--- config.mk ---
export PLATFORM = sky130hd
export DESIGN_NAME = ofm_writeback
export DESIGN_NICKNAME = d
export VERILOG_FILES = /design/src/rtl/ofm_wb_pkg.sv /design/src/rtl/ofm_lane_serializer.sv /design/src/rtl/ofm_writeback.sv
export SDC_FILE = /design/constraint.sdc
export NUM_CORES = 1
export LEC_CHECK = 0
export CAP_MARGIN = 20
export CORE_UTILIZATION = 48
export CTS_BUF_LIST = sky130_fd_sc_hd__clkbuf_8
export DETAILED_ROUTE_END_ITERATION = 7
export HOLD_SLACK_MARGIN = 0.12
export PLACE_DENSITY_LB_ADDON = 0.15
export SLEW_MARGIN = 20
export SYNTH_ARGS = -nofsm -noshare
export SYNTH_HDL_FRONTEND = slang
export SYNTH_SLANG_ARGS = --single-unit
--- constraint.sdc ---
create_clock -name clk -period 2.2 [get_ports clk]
set_input_delay 0.33 -clock clk [delete_from_list [all_inputs] [get_ports clk]]
set_output_delay 0.33 -clock clk [all_outputs]
set_load 0.01 [all_outputs]
--- src/rtl/ofm_wb_pkg.sv ---
// ofm_wb_pkg: shared constants, FSM encoding and tiling helpers for the OFM write-back path
package ofm_wb_pkg;
   localparam int DEF_SYSTOLIC_SIZE = 16;
   localparam int DEF_DATA_WIDTH    = 8;
   localparam int DEF_P             = 52;
   localparam int DEF_NO_FILTER     = 64;
   localparam int LANE_W            = 2 * DEF_DATA_WIDTH;
   localparam int OFM_WORDS         = DEF_P * DEF_P * DEF_NO_FILTER;
   localparam int NT                = (DEF_P + DEF_SYSTOLIC_SIZE - 1) / DEF_SYSTOLIC_SIZE;
   localparam int LT                = DEF_P - (NT - 1) * DEF_SYSTOLIC_SIZE;

   typedef enum logic [1:0] {IDLE, WAIT, WRITE, DONE} state_t;

   // tiles per pooled line and valid lanes in the last tile of a line
   function automatic int ofm_nt(input int p, input int s);
      return (p + s - 1) / s;
   endfunction

   function automatic int ofm_lt(input int p, input int s);
      return p - (ofm_nt(p, s) - 1) * s;
   endfunction
endpackage

--- src/rtl/ofm_lane_serializer.sv ---
// ofm_lane_serializer: captures one tile of lanes and shifts them out lane 0 first
//   clk, rst_n   clock / async active-low reset
//   i_load       capture i_data, restart lane index at 0
//   i_shift      advance to next lane
//   i_last_idx   index of the last lane to be emitted for this tile
//   o_lane0      current lane value
//   o_idx        current lane index
//   o_last       current lane is the last one to emit
module ofm_lane_serializer #(
   parameter int LANES = 16,
   parameter int LW    = 16,
   parameter int CW    = (LANES > 1) ? $clog2(LANES) : 1
) (
   input  logic                  clk,
   input  logic                  rst_n,
   input  logic                  i_load,
   input  logic                  i_shift,
   input  logic [LANES*LW-1:0]   i_data,
   input  logic [CW-1:0]         i_last_idx,
   output logic [LW-1:0]         o_lane0,
   output logic [CW-1:0]         o_idx,
   output logic                  o_last
);
   logic [LANES*LW-1:0] r_data;
   logic [CW-1:0]       r_idx;

   always_ff @(posedge clk or negedge rst_n)
      if (!rst_n) begin
         r_data <= '0;
         r_idx  <= '0;
      end else if (i_load) begin
         r_data <= i_data;
         r_idx  <= '0;
      end else if (i_shift) begin
         r_data <= r_data >> LW;
         r_idx  <= r_idx + 1'b1;
      end

   assign o_lane0 = r_data[LW-1:0];
   assign o_idx   = r_idx;
   assign o_last  = r_idx == i_last_idx;
endmodule

--- src/rtl/ofm_writeback.sv ---
// ofm_writeback: serializes pooled tiles into the OFM RAM in filter/row/column order
//   clk, rst_n          clock / async active-low reset
//   start               arms a full layer write-back (ignored while busy)
//   in_valid/in_ready   tile handshake, in_ready only in WAIT
//   in_data             SYSTOLIC_SIZE lanes of 2*DATA_WIDTH bits, lane 0 in the LSBs
//   ofm_we/addr/wdata   RAM write port, one word per cycle
//   busy                WAIT or WRITE
//   done                one-cycle pulse after the final write
// Build option: OFM_WB_RELU_EN clamps negative lanes to 0 before writing.
module ofm_writeback
   import ofm_wb_pkg::*;
#(
   parameter int SYSTOLIC_SIZE    = 16,
   parameter int DATA_WIDTH       = 8,
   parameter int OFM_SIZE_POOLING = 52,
   parameter int NO_FILTER        = 64,
   parameter int ADDR_WIDTH       = 18
) (
   input  logic                                clk,
   input  logic                                rst_n,
   input  logic                                start,
   input  logic                                in_valid,
   output logic                                in_ready,
   input  logic [SYSTOLIC_SIZE*2*DATA_WIDTH-1:0] in_data,
   output logic                                ofm_we,
   output logic [ADDR_WIDTH-1:0]               ofm_addr,
   output logic [2*DATA_WIDTH-1:0]             ofm_wdata,
   output logic                                busy,
   output logic                                done
);
   localparam int LW    = 2 * DATA_WIDTH;
   localparam int P     = OFM_SIZE_POOLING;
   localparam int NTILE = ofm_nt(P, SYSTOLIC_SIZE);
   localparam int LTAIL = ofm_lt(P, SYSTOLIC_SIZE);
   localparam int CW    = (SYSTOLIC_SIZE > 1) ? $clog2(SYSTOLIC_SIZE) : 1;
   localparam int TW    = $clog2(NTILE + 1);
   localparam int RW    = $clog2(P + 1);
   localparam int FW    = $clog2(NO_FILTER + 1);

   state_t                r_state, w_next;
   logic [TW-1:0]         r_t;
   logic [RW-1:0]         r_r;
   logic [FW-1:0]         r_f;
   logic [ADDR_WIDTH-1:0] r_base;
   logic [LW-1:0]         w_lane0;
   logic [CW-1:0]         w_idx;
   logic                  w_last_lane, w_accept, w_tile_end, w_layer_end;
   logic                  w_last_t, w_last_r, w_last_f;

   assign w_last_t    = r_t == TW'(NTILE - 1);
   assign w_last_r    = r_r == RW'(P - 1);
   assign w_last_f    = r_f == FW'(NO_FILTER - 1);
   assign w_accept    = in_valid && r_state == WAIT;
   assign w_tile_end  = r_state == WRITE && w_last_lane;
   assign w_layer_end = w_tile_end && w_last_t && w_last_r && w_last_f;

   ofm_lane_serializer #(.LANES(SYSTOLIC_SIZE), .LW(LW), .CW(CW)) u_ser (
      .clk       (clk),
      .rst_n     (rst_n),
      .i_load    (w_accept),
      .i_shift   (r_state == WRITE),
      .i_data    (in_data),
      .i_last_idx(w_last_t ? CW'(LTAIL - 1) : CW'(SYSTOLIC_SIZE - 1)),
      .o_lane0   (w_lane0),
      .o_idx     (w_idx),
      .o_last    (w_last_lane)
   );

   always_ff @(posedge clk or negedge rst_n)
      if (!rst_n) r_state <= IDLE;
      else        r_state <= w_next;

   always_comb begin
      w_next   = r_state;
      in_ready = 1'b0;
      ofm_we   = 1'b0;
      busy     = 1'b0;
      done     = 1'b0;
      case (r_state)
         IDLE:  w_next = start ? WAIT : IDLE;
         WAIT: begin
            in_ready = 1'b1;
            busy     = 1'b1;
            w_next   = in_valid ? WRITE : WAIT;
         end
         WRITE: begin
            ofm_we = 1'b1;
            busy   = 1'b1;
            w_next = w_layer_end ? DONE : (w_tile_end ? WAIT : WRITE);
         end
         DONE: begin
            done   = 1'b1;
            w_next = IDLE;
         end
      endcase
   end

   // running base: +SYSTOLIC_SIZE per full tile, +LTAIL on the last tile lands on the next row
   always_ff @(posedge clk or negedge rst_n)
      if (!rst_n) begin
         r_t    <= '0;
         r_r    <= '0;
         r_f    <= '0;
         r_base <= '0;
      end else if (r_state == IDLE && start) begin
         r_t    <= '0;
         r_r    <= '0;
         r_f    <= '0;
         r_base <= '0;
      end else if (w_tile_end) begin
         r_base <= r_base + (w_last_t ? ADDR_WIDTH'(LTAIL) : ADDR_WIDTH'(SYSTOLIC_SIZE));
         r_t    <= w_last_t ? '0 : r_t + 1'b1;
         if (w_last_t) r_r <= w_last_r ? '0 : r_r + 1'b1;
         if (w_last_t && w_last_r) r_f <= w_last_f ? '0 : r_f + 1'b1;
      end

   assign ofm_addr = r_base + ADDR_WIDTH'(w_idx);
`ifdef OFM_WB_RELU_EN
   assign ofm_wdata = w_lane0[LW-1] ? '0 : w_lane0;
`else
   assign ofm_wdata = w_lane0;
`endif
endmodule

After elaboration in Yosys (flattened, before gate mapping)
Cells that the tools add are included.

Flip-flop bits (word level): 296.

Add/sub/neg operators: 6. Multiplexer cells: 28. Reductions and logical operators: 15. Eq/ne operators: 7.

Operators with widths (number): 256-bit two-way mux (2); 18-bit two-way mux (2); 7-bit two-way mux (4); 6-bit two-way mux (4); 18-bit by 4-bit adder with 18-bit output (1); 18-bit by 5-bit adder with 18-bit output (1); 4-bit two-way mux (3); 3-bit two-way mux (3); 2-bit one-hot mux with 4 select lines (1); 2-bit nonzero test (4); 7-bit by 1-bit adder with 7-bit output, second input constant (1); 7-bit by 6-bit equality test with 1-bit output, second input constant (1); 1-bit logical AND (7); 6-bit by 1-bit adder with 6-bit output, second input constant (1); 6-bit equality test, second input constant (1); 2-bit two-way mux (3); 1-bit two-way mux (5); 5-bit two-way mux (1); 4-bit by 1-bit adder with 4-bit output, second input constant (1); 2-bit equality test, second input constant (2); 4-bit equality test (1); 2-bit AND reduction (2); 3-bit by 1-bit adder with 3-bit output, second input constant (1); 3-bit by 2-bit equality test with 1-bit output, second input constant (1); 3 further kinds (3).

Longest topological paths before layout
Gate-level depths: netlist of the first run.

Depth after elaboration: 9. Mapped depth: 10. Mapped depth without buffers: 10.

Hierarchy
A second synthesis of the first run with hierarchy kept.

Cell total of the unflattened synthesis: 1379. Area total of the unflattened synthesis: 14194.9 µm².

By module, submodules not included: ofm_lane_serializer (cells an instance 1147, area each 12050.3 µm², instances 1); ofm_writeback (cells an instance 232, area each 2144.6 µm², instances 1).

Worst setup path after synthesis of the first run
OpenSTA, ideal clock, no wires.

Kind: register to register. Start point: register r_t[0]. End point: register r_base[11]. Path slack: -210 ps. Cell stages (with the launch flop): 9. Data arrival time: 2332 ps. Clock period less this slack: 2410 ps. Setup time: 78 ps. Data required time: 2122 ps. Path through: dfrtp_1 ha_1 or2b_2 ha_1 a31oi_1 or4_4 buf_6 or4_1 a21oi_1.

Longest elaborated chain between the ends: 5.

Ends and longest elaborated chain: start, declared (RTL line ofm_writeback.sv:41) `logic [TW-1:0] r_t;`; start signal, assigned (RTL line ofm_writeback.sv:112) `r_t <= w_last_t ? '0 : r_t + 1'b1;`; 3-bit by 2-bit equality test with 1-bit output (*) (RTL line ofm_writeback.sv:50) `assign w_last_t = r_t == TW'(NTILE - 1);`; 5-bit two-way mux / 4-bit two-way mux (equally long branches) (RTL line ofm_writeback.sv:111, ofm_writeback.sv:63); 18-bit by 5-bit adder with 18-bit output / 4-bit equality test (equally long branches) (RTL line ofm_writeback.sv:111, ofm_lane_serializer.sv:41); 18-bit two-way mux / 1-bit logical AND (equally long branches) (RTL line ofm_writeback.sv:110, ofm_writeback.sv:54); 18-bit two-way mux / 2-bit nonzero test (equally long branches); end signal, assigned (RTL line ofm_writeback.sv:111) `r_base <= r_base + (w_last_t ? ADDR_WIDTH'(LTAIL) : ADDR_WIDTH'(SYSTOLIC_SIZE));`; end, declared (RTL line ofm_writeback.sv:44) `logic [ADDR_WIDTH-1:0] r_base;`.

Every way passes the cells marked *; elsewhere a longest branch is shown, timed or not. The select of a mux whose other input is x is not followed. A chain may end at the register's enable or synchronous reset.

Final worst setup path of the first run
Start point: register r_base[3]. End point: output ofm_addr[12].

Longest elaborated chain between the ends: 1.

Ends and longest elaborated chain: 18-bit by 4-bit adder with 18-bit output (RTL line ofm_writeback.sv:117) `assign ofm_addr = r_base + ADDR_WIDTH'(w_idx);`; end, declared (RTL line ofm_writeback.sv:26) `output logic [ADDR_WIDTH-1:0] ofm_addr,`.

No other way between the ends.

==> summary.md, run 1 <==
| Metric | Value |
|---|---|
| Status | complete, but fails checks |
| Failing checks | negative setup slack |
| Final worst slack | -0.2723 ns |
| RSZ-0062 raised after global routing | yes |
| Row cnt | 62 |
| Die area | around 30000 um^2 |
| Initial antenna violation count | 6 |
| Critical path fanouts, max | 6 |
| Worst slew margin | 42.47% |
| Leak Pwr | 0.007555 uW |
| Remaining antenna violation count | 0 |
| Pwr/cell area | 1090 nW/um^2 |
| Gr ovfl total | 0 |
| Count leader, synth | nand2_1 |
| Vias | 11.01k |
| Deepest clock path buffer count | 3 |
| Post-synth top area cell | dfrtp_1 |
| CP cell instances | ha_4 > a21oi_2 > nor3b_2 > buf_4 > nand2_2 > nor3_2 > xor2_1 > buf_2 |
| Sequential area share after synthesis | about 53% |
| CTS tree | done |
| EDFF count, synth | 0 |
| Pre-CTS WS | -0.3023 ns |
| Tot GR Track Use | 24.24% |
| Synth Cell Area | 13950 um^2 |
| Die height | 172.5 um |
| Core area | between 20000 and 30000 um^2 |
| DP HPWL | between 20 and 30 mm |
| Placer Congestion | 0.8241 |
| Critical Path Sink Type | output pin |
| Final Power | 20440 uW |
| Critical path data required time | ~1.9 ns |
| Share of synthesized registers carrying an async set or reset | between 90% and 100% |
| Post-synth top cells | nand2_1, dfrtp_1, o21ai_0 |
| Main flop type after synthesis | dfrtp_1 |
| First-pass GRT wire length | 56.44 mm |
| Root Buffer | clkbuf_8 |
| Drt drc | 0 |
| Worst Setup Start Kind | flip-flop |
| Yosys top cell area share | 52.74% |
| Warning count from the yosys run | 0 |
| Reg clk slew, reported paths | 0.06 ns |
| CTS Sinks | 294 |
| CP max-delay cell | dfrtp_1 |
| MaxCap Viol Count | 0 |
| Wire per inst | approximately 17 um |
| Synth area leaders | dfrtp_1, mux2i_1, o21ai_0 |
| IO Port Bufs | 297 |
| Starting Density | 48.73% |
| Post-Synthesis Cells | approximately 1.4k |
| WL final | 35.71 mm |
| Fraction of layout instances using a drive strength above 1 | a little under an eighth |
| Final #Nets | 1971 |
| Worst Tran Pin Value | 0.8630 ns |
| Peak VDD IR | just over 500 uV |
| Final worst path period share | 112.4% |
| Fin. Hold Viols | 0 |
| Boundary pin count | between 200 and 300 |
| Syn nets | 1657 |
| Worst-skew pair later-pin latency | 0.55 ns |
| Worst Clk Skew | 0.01062 ns |
| Final setup viols | 18 |
| Crit path arrival time | 2.14 ns |
| Largest net degree at the start of global routing | 121 |
| Synth cell types | between 40 and 50 |
| Iter 0 DRT Violations | 649 |
| Number of global-route vias before repair | 11.10k |
| First drt pass iteration count | 5 |
| Die W | 172.5 um |
| Max H-tree Level | 2 |
| Classification of the worst setup path | reg -> out |
| Reg2reg setup slack | -0.16 ns |
| Tmin final | about 2.5 ns |
| P&R area growth vs syn | 34.48% |
| CTS Buf Count | 50 |
| Post-synthesis register bit count | 294 |
| Vias/cell | about 5.2 |
| Final Max Slew Viols | 0 |
| F_max | 0.4045 GHz |
| Worst hold path class | in -> async |
| Worst path max stage delay | 0.40 ns |
| Synth Area per Inst | approximately 10 um^2 |
[repair_timing]
item	CTS	global route
resized for setup	83	20
pin swaps	14	8
endpoints found under the hold margin	263	0
setup endpoints to repair	26	28
setup buffers	4	4
hold buffers	1	0
gates cloned	0	0
[metrics by stage]
| stage | setup TNS, ns | std cells | hold WS, ns | instance area [um^2] | utilization [%] |
|---|---|---|---|---|---|
| 5_1_grt | -5.209 | 2112 | 0.2838 | 18760 | 65.53 |
| 3_5_place_dp | -2.488 | 2020 | 0.2640 | 17630 | 61.59 |
| 2_1_floorplan | -0.2256 | 1383 | 0.03441 | 13980 | - |
| 4_1_cts | -3.942 | 2105 | 0.2740 | 18660 | 65.20 |
| 6_report | -3.162 | 2113 | 0.2812 | 18760 | 65.53 |
| 3_3_place_gp | -1.264 | 2020 | 0.2647 | 17630 | 61.59 |
[cells by family (layout without fill, tap and decap cells)]
logic type | count (synthesis) | after routing | share of synthesized area [%]
simple gates | 400 | 400 | 12.29
flops | 294 | 294 | 52.74
compound gates | 286 | 286 | 10.65
mux | 242 | 242 | 17.36
buf+inv | 119 | 461 | 3.946
xor+xnor | 28 | 28 | 1.758
fa+ha+maj | 14 | 14 | 1.256
other cells | 0 | 4 | 0
[cell usage in the layout, fill, tap and decap left out, drive strengths merged, types with 2 or more instances in the layout]
master           n
dlygate4sd2      2
or4              5
nand2b           2
nor4             3
or3              3
ha              14
diode            4
a31oi            2
inv             21
xor2            10
o31ai            3
mux2i          242
nand3            9
nor2            27
nand2          304
clkdlybuf4s50  278
buf             91
nand4            9
a21oi           24
o21ai          246
xnor2           18
nand3b          16
dfrtp          294
nor4b            2
clkinv           2
and3             2
clkbuf          63
nor3             6
o21a             3
and2             7
[critical path: cells and delay by family, from the launching register on]
kind | cells | cell delay, ns
flip-flops | 1 | 0.40
AND/OR/NAND/NOR | 3 | 0.37
buffers and inverters | 2 | 0.33
adder cells (fa/ha/maj) | 1 | 0.28
XOR/XNOR | 1 | 0.15
AO/OA/AOI/OAI | 1 | 0.06
[flip-flops by register name, summed over array words and instances, names as in the netlist]
register / cells
r_r: 6
u_ser.r_data: 256
r_t: 3
r_f: 7
r_base: 16
r_state: 2
u_ser.o_idx: 4
[worst paths after layout]
check | cells after the start | end | start
worst max-delay path | 8 | ofm_addr[12] | r_base[3]
worst min-delay path | 2 | u_ser.r_data[59] | rst_n
worst max register to register | 8 | r_base[15] | r_t[1]
worst min register to register | 2 | u_ser.r_data[245] | u_ser.r_data[245]
max in group asynchronous | 3 | u_ser.r_data[147] | rst_n
min in group clk | 3 | u_ser.r_data[248] | in_data[248]
[power breakdown]
part / internal, uW / total (uW) / switching, uW
combinational: 3260 / 6570 / 3310
clock: 2500 / 4570 / 2070
sequential: 7740 / 9310 / 1570
total: 13500 / 20400 / 6940
[metal layers]
metal  part of all wire (%)  routed length [um]  vias up  track usage, %
met4                    2.5                 888        0           8.311
met2                     49               17330      328           41.04
met3                    6.9                2449       61           5.631
met1                     42               15040     5246           30.41
met5                      0                   0        -               0
li1                       -                   -     5376               -
[area by class of cell]
| class | instances | area (um^2) |
|---|---|---|
| well taps | 384 | 480.5 |
| clock buffers | 62 | 853.3 |
| repair buffers | 375 | 3692 |
| multi-input cells | 970 | 6267 |
| inverters | 6 | 25.02 |
| flip-flops and latches | 294 | 7357 |
| diodes | 4 | 10.01 |
| clock inverters | 18 | 73.82 |
| fillers | 2332 | 9866 |
(Power assumes the default switching activity.)
==> run 2: changes to the inputs <==
--- a/config.mk
+++ b/config.mk
@@ -6,6 +6,7 @@
 export NUM_CORES = 1
 export LEC_CHECK = 0
 export CAP_MARGIN = 20
+export CORE_MARGIN = 2
 export CORE_UTILIZATION = 48
 export CTS_BUF_LIST = sky130_fd_sc_hd__clkbuf_8
 export DETAILED_ROUTE_END_ITERATION = 7
@@ -14,4 +15,5 @@
 export SLEW_MARGIN = 20
 export SYNTH_ARGS = -nofsm -noshare
 export SYNTH_HDL_FRONTEND = slang
+export SYNTH_HIERARCHICAL = 1
 export SYNTH_SLANG_ARGS = --single-unit
==> run 2 against run 1 <==
Net effect: the flow still finishes with violations (negative setup slack); clock-buffer cell count up 2; cell area up 2.8%; first-iteration DRC count down 4.0%; utilization up 1.1 points; die area up 4.1%; sequential share of layout area down 1.1 points; synthesized cell count down 0.29%; final cell count up 1.0%; clock power up 4.6%; routed wire length up 4.8%; total power up 3.7%.
==> summary.md, run 2 <==
| Metric | Value |
|---|---|
| Fin. Hold Viols | 0 |
| Yosys top cell area share | 51.83% |
| Internal Power | approximately 14000 uW |
| CP max-delay cell | dfrtp_1 |
| Fillers | 2249 |
| Worst hold path class | in -> async |
| Max H-tree Level | 2 |
| Row cnt | 62 |
| P&R area growth vs syn | 35.80% |
| Main flop type after synthesis | dfrtp_1 |
| Comb power frac | 33.3% |
| MaxCap Viol Count | 0 |
| Share of synthesized registers carrying an async set or reset | 100.0% |
| Initial antenna violation count | 4 |
| Top flop regs | u_ser/r_data x256, r_base x16, r_f x7 |
| Sum of buffers and inverters on the critical path | 2 |
| Post-route cell area | 19280 um^2 |
| Crit path depth | 7 |
| Placer Congestion | 0.8507 |
| Status | complete, but fails checks |
| Commonest non-fill, non-tap cell in the layout | dfrtp_1 |
| Iter 0 DRT Violations | 623 |
| Pwr/cell area | between 1000 and 1500 nW/um^2 |
| Die area | 30960 um^2 |
| Worst-skew pair later-pin latency | 0.57 ns |
| Tmin final | roughly 2.5 ns |
| First-pass GRT wire length | about 60 mm |
| Classification of the worst setup path | reg -> out |
| Part of the power in the clock network | 22.5% |
| Tot GR Track Use | 23.58% |
| Leak Pwr | around 0.0078 uW |
| Drt drc | 0 |
| First drt pass iteration count | 5 |
| Most frequent cells in the layout | dfrtp_1, clkdlybuf4s50_1, nand2_1 |
| Root Buffer | clkbuf_8 |
| Register Area | 7357 um^2 |
| CTS tree | done |
| Cell Area, Placed | 17830 um^2 |
| Final worst path period share | 113.2% |
| Worst Clk Skew | 0.02552 ns |
| Worst path max stage delay | a little over 0.4 ns |
| Critical path data required time | 1.87 ns |
| Post-synth top area cell | dfrtp_1 |
| Warning count from the yosys run | 6 |
| CTS Sinks | a little under 300 |
| Critical path fanouts, max | 5 |
| R2R Path End | r_base[17] |
| Number of global-route vias before repair | 11.29k |
| Register name with the most flops | u_ser/r_data |
| Synth area leaders | dfrtp_1, mux2i_1, nand2_1 |
| Die height | 176.0 um |
| Synth Area per Inst | 10.29 um^2 |
| CTS Buf Count | 50 |
| Crit path to | ofm_addr[17] |
| Area of the multi-input gates | 6462 um^2 |
| CP delay by family, top | flip-flops |
| Critical Path Start | r_base[3] |
| RSZ-0062 raised after global routing | yes |
| Failing checks | negative setup slack |
| Core area | roughly 29000 um^2 |
| Worst Tran Pin Value | 0.9378 ns |
| Sw Pwr | approximately 7300 uW |
| Post-synthesis register bit count | 294 |
| Final #Nets | 1985 |
| Peak VDD IR | 645.0 uV |
| EDFF count, synth | 0 |
| Remaining antenna violation count | 0 |
| Util after Layout | 66.62% |
| Boundary pin count | 298 |
| F_max | 0.4016 GHz |
| Vias/cell | 5.168 |
| Die W | 176.0 um |
| Reg power frac | 44.1% |
| Synth Cell Area | 14190 um^2 |
| Starting Density | 49.06% |
| Wire per inst | 17.54 um |
| DP HPWL | 26.22 mm |
| Critical Path Sink Type | output pin |
| Worst slew margin | 37.34% |
| Largest net degree at the start of global routing | ~110 |
| Final setup viols | 31 |
| Synth cell types | 49 |
| Reg clk slew, reported paths | 0.06 ns |
| Sequential area share after synthesis | 51.83% |
| Vias | ~11k |
| Fraction of layout instances using a drive strength above 1 | ~14% |
| Pre-CTS WS | -0.3169 ns |
| Gr ovfl total | 0 |
| WL final | 37.44 mm |
| CP cell instances | ha_4 > a21oi_2 > nand4bb_4 > buf_4 > nor3_4 > xor2_1 > buf_2 |
| Post-synth top cells | dfrtp_1, nand2_1, mux2i_1 |
| Worst Setup Start Kind | flip-flop |
| Final Max Slew Viols | 0 |
| Max FFs per register | 256 |
| FF-to-FF Start | r_t[0] |
| Final worst slack | -0.2899 ns |
| R2R depth | 10 |
| Post-Synthesis Cells | 1379 |
| Sw Share | 34.49% |
| Reg2reg setup slack | -0.23 ns |
| Crit path arrival time | 2.16 ns |
| Count leader, synth | dfrtp_1 |
| IO Port Bufs | 297 |
| Deepest clock path buffer count | 3 |
-- run 2: cell count changes after synthesis, sizes merged, moves of 13 or more --
| cell | previous run | this run |
|---|---|---|
| nand2b | 2 | 17 |
| nand3b | 16 | 3 |
| o21ai | 246 | 264 |
| clkbuf | 89 | 32 |
| nand2 | 304 | 279 |
| buf | 23 | 78 |
-- run 2: timing repair --
item,CTS,global route
endpoints found under the hold margin,155,0
pin swaps,26,21
resized for setup,97,49
hold buffers,1,0
setup buffers,9,10
endpoints found under the setup margin,35,48
-- run 2: kinds of logic after synthesis --
group	count (synthesis)	synth area share, %
and+or+nand+nor	378	11.59
AOI/OAI and AO/OA	301	11.00
DFF	294	51.83
muxes	243	17.14
buffers and inverters	119	5.386
xor gates and xnor gates	29	1.789
adders and majority gates	14	1.234
other	1	0.02642
-- run 2: final cells by class --
class | instances | area share [%]
Sequential cell | 294 | 38.16
Multi-Input combinational cell | 967 | 33.52
Timing Repair Buffer | 389 | 20.43
Clock buffer | 64 | 4.569
Tap cell | 384 | 2.492
Clock inverter | 25 | 0.5712
Inverter | 9 | 0.2142
Antenna cell | 3 | 0.03894
-- run 2: stage by stage --
stage          hold slack, ns  std cells  setup TNS, ns  total power [uW]
2_1_floorplan         0.03441       1380         -1.003             13990
3_3_place_gp           0.2854       2025         -2.112             16250
3_5_place_dp           0.2884       2025         -3.929             16530
4_1_cts                0.2647       2124         -4.830             21400
5_1_grt                0.2804       2134         -8.096             22690
6_report               0.3015       2135         -4.682             21200
-- run 2: worst min-delay path by stage --
stage	start	endpoint	slack, ns	cells after the start
2_1_floorplan	rst_n	r_base[10]	0.03	0
3_3_place_gp	rst_n	u_ser/r_data[1]	0.29	1
3_5_place_dp	rst_n	u_ser/r_data[15]	0.29	1
4_1_cts	in_data[113]	u_ser/r_data[113]	0.26	3
5_1_grt	in_data[127]	u_ser/r_data[127]	0.28	3
6_report	rst_n	u_ser/r_data[15]	0.30	2
-- run 2: power by group through the flow --
stage	clock network, uW	logic (uW)	registers (uW)
finish	4780	7070	9360
global placement	0	6860	9390
global route	5160	7930	9610
floorplan	0	5290	8700
detailed placement	0	7080	9450
CTS	4910	7130	9360
-- run 2: metal layers --
| layer | share of wire (%) | GRT usage, % | vias to the layer above | routed length, um |
|---|---|---|---|---|
| li1 | - | - | 5429 | - |
| met1 | 44 | 31.70 | 5222 | 16390 |
| met2 | 48 | 38.63 | 312 | 17930 |
| met3 | 5.9 | 4.866 | 68 | 2195 |
| met4 | 2.4 | 7.369 | 2 | 917 |
| met5 | 0.035 | 0 | - | 13 |
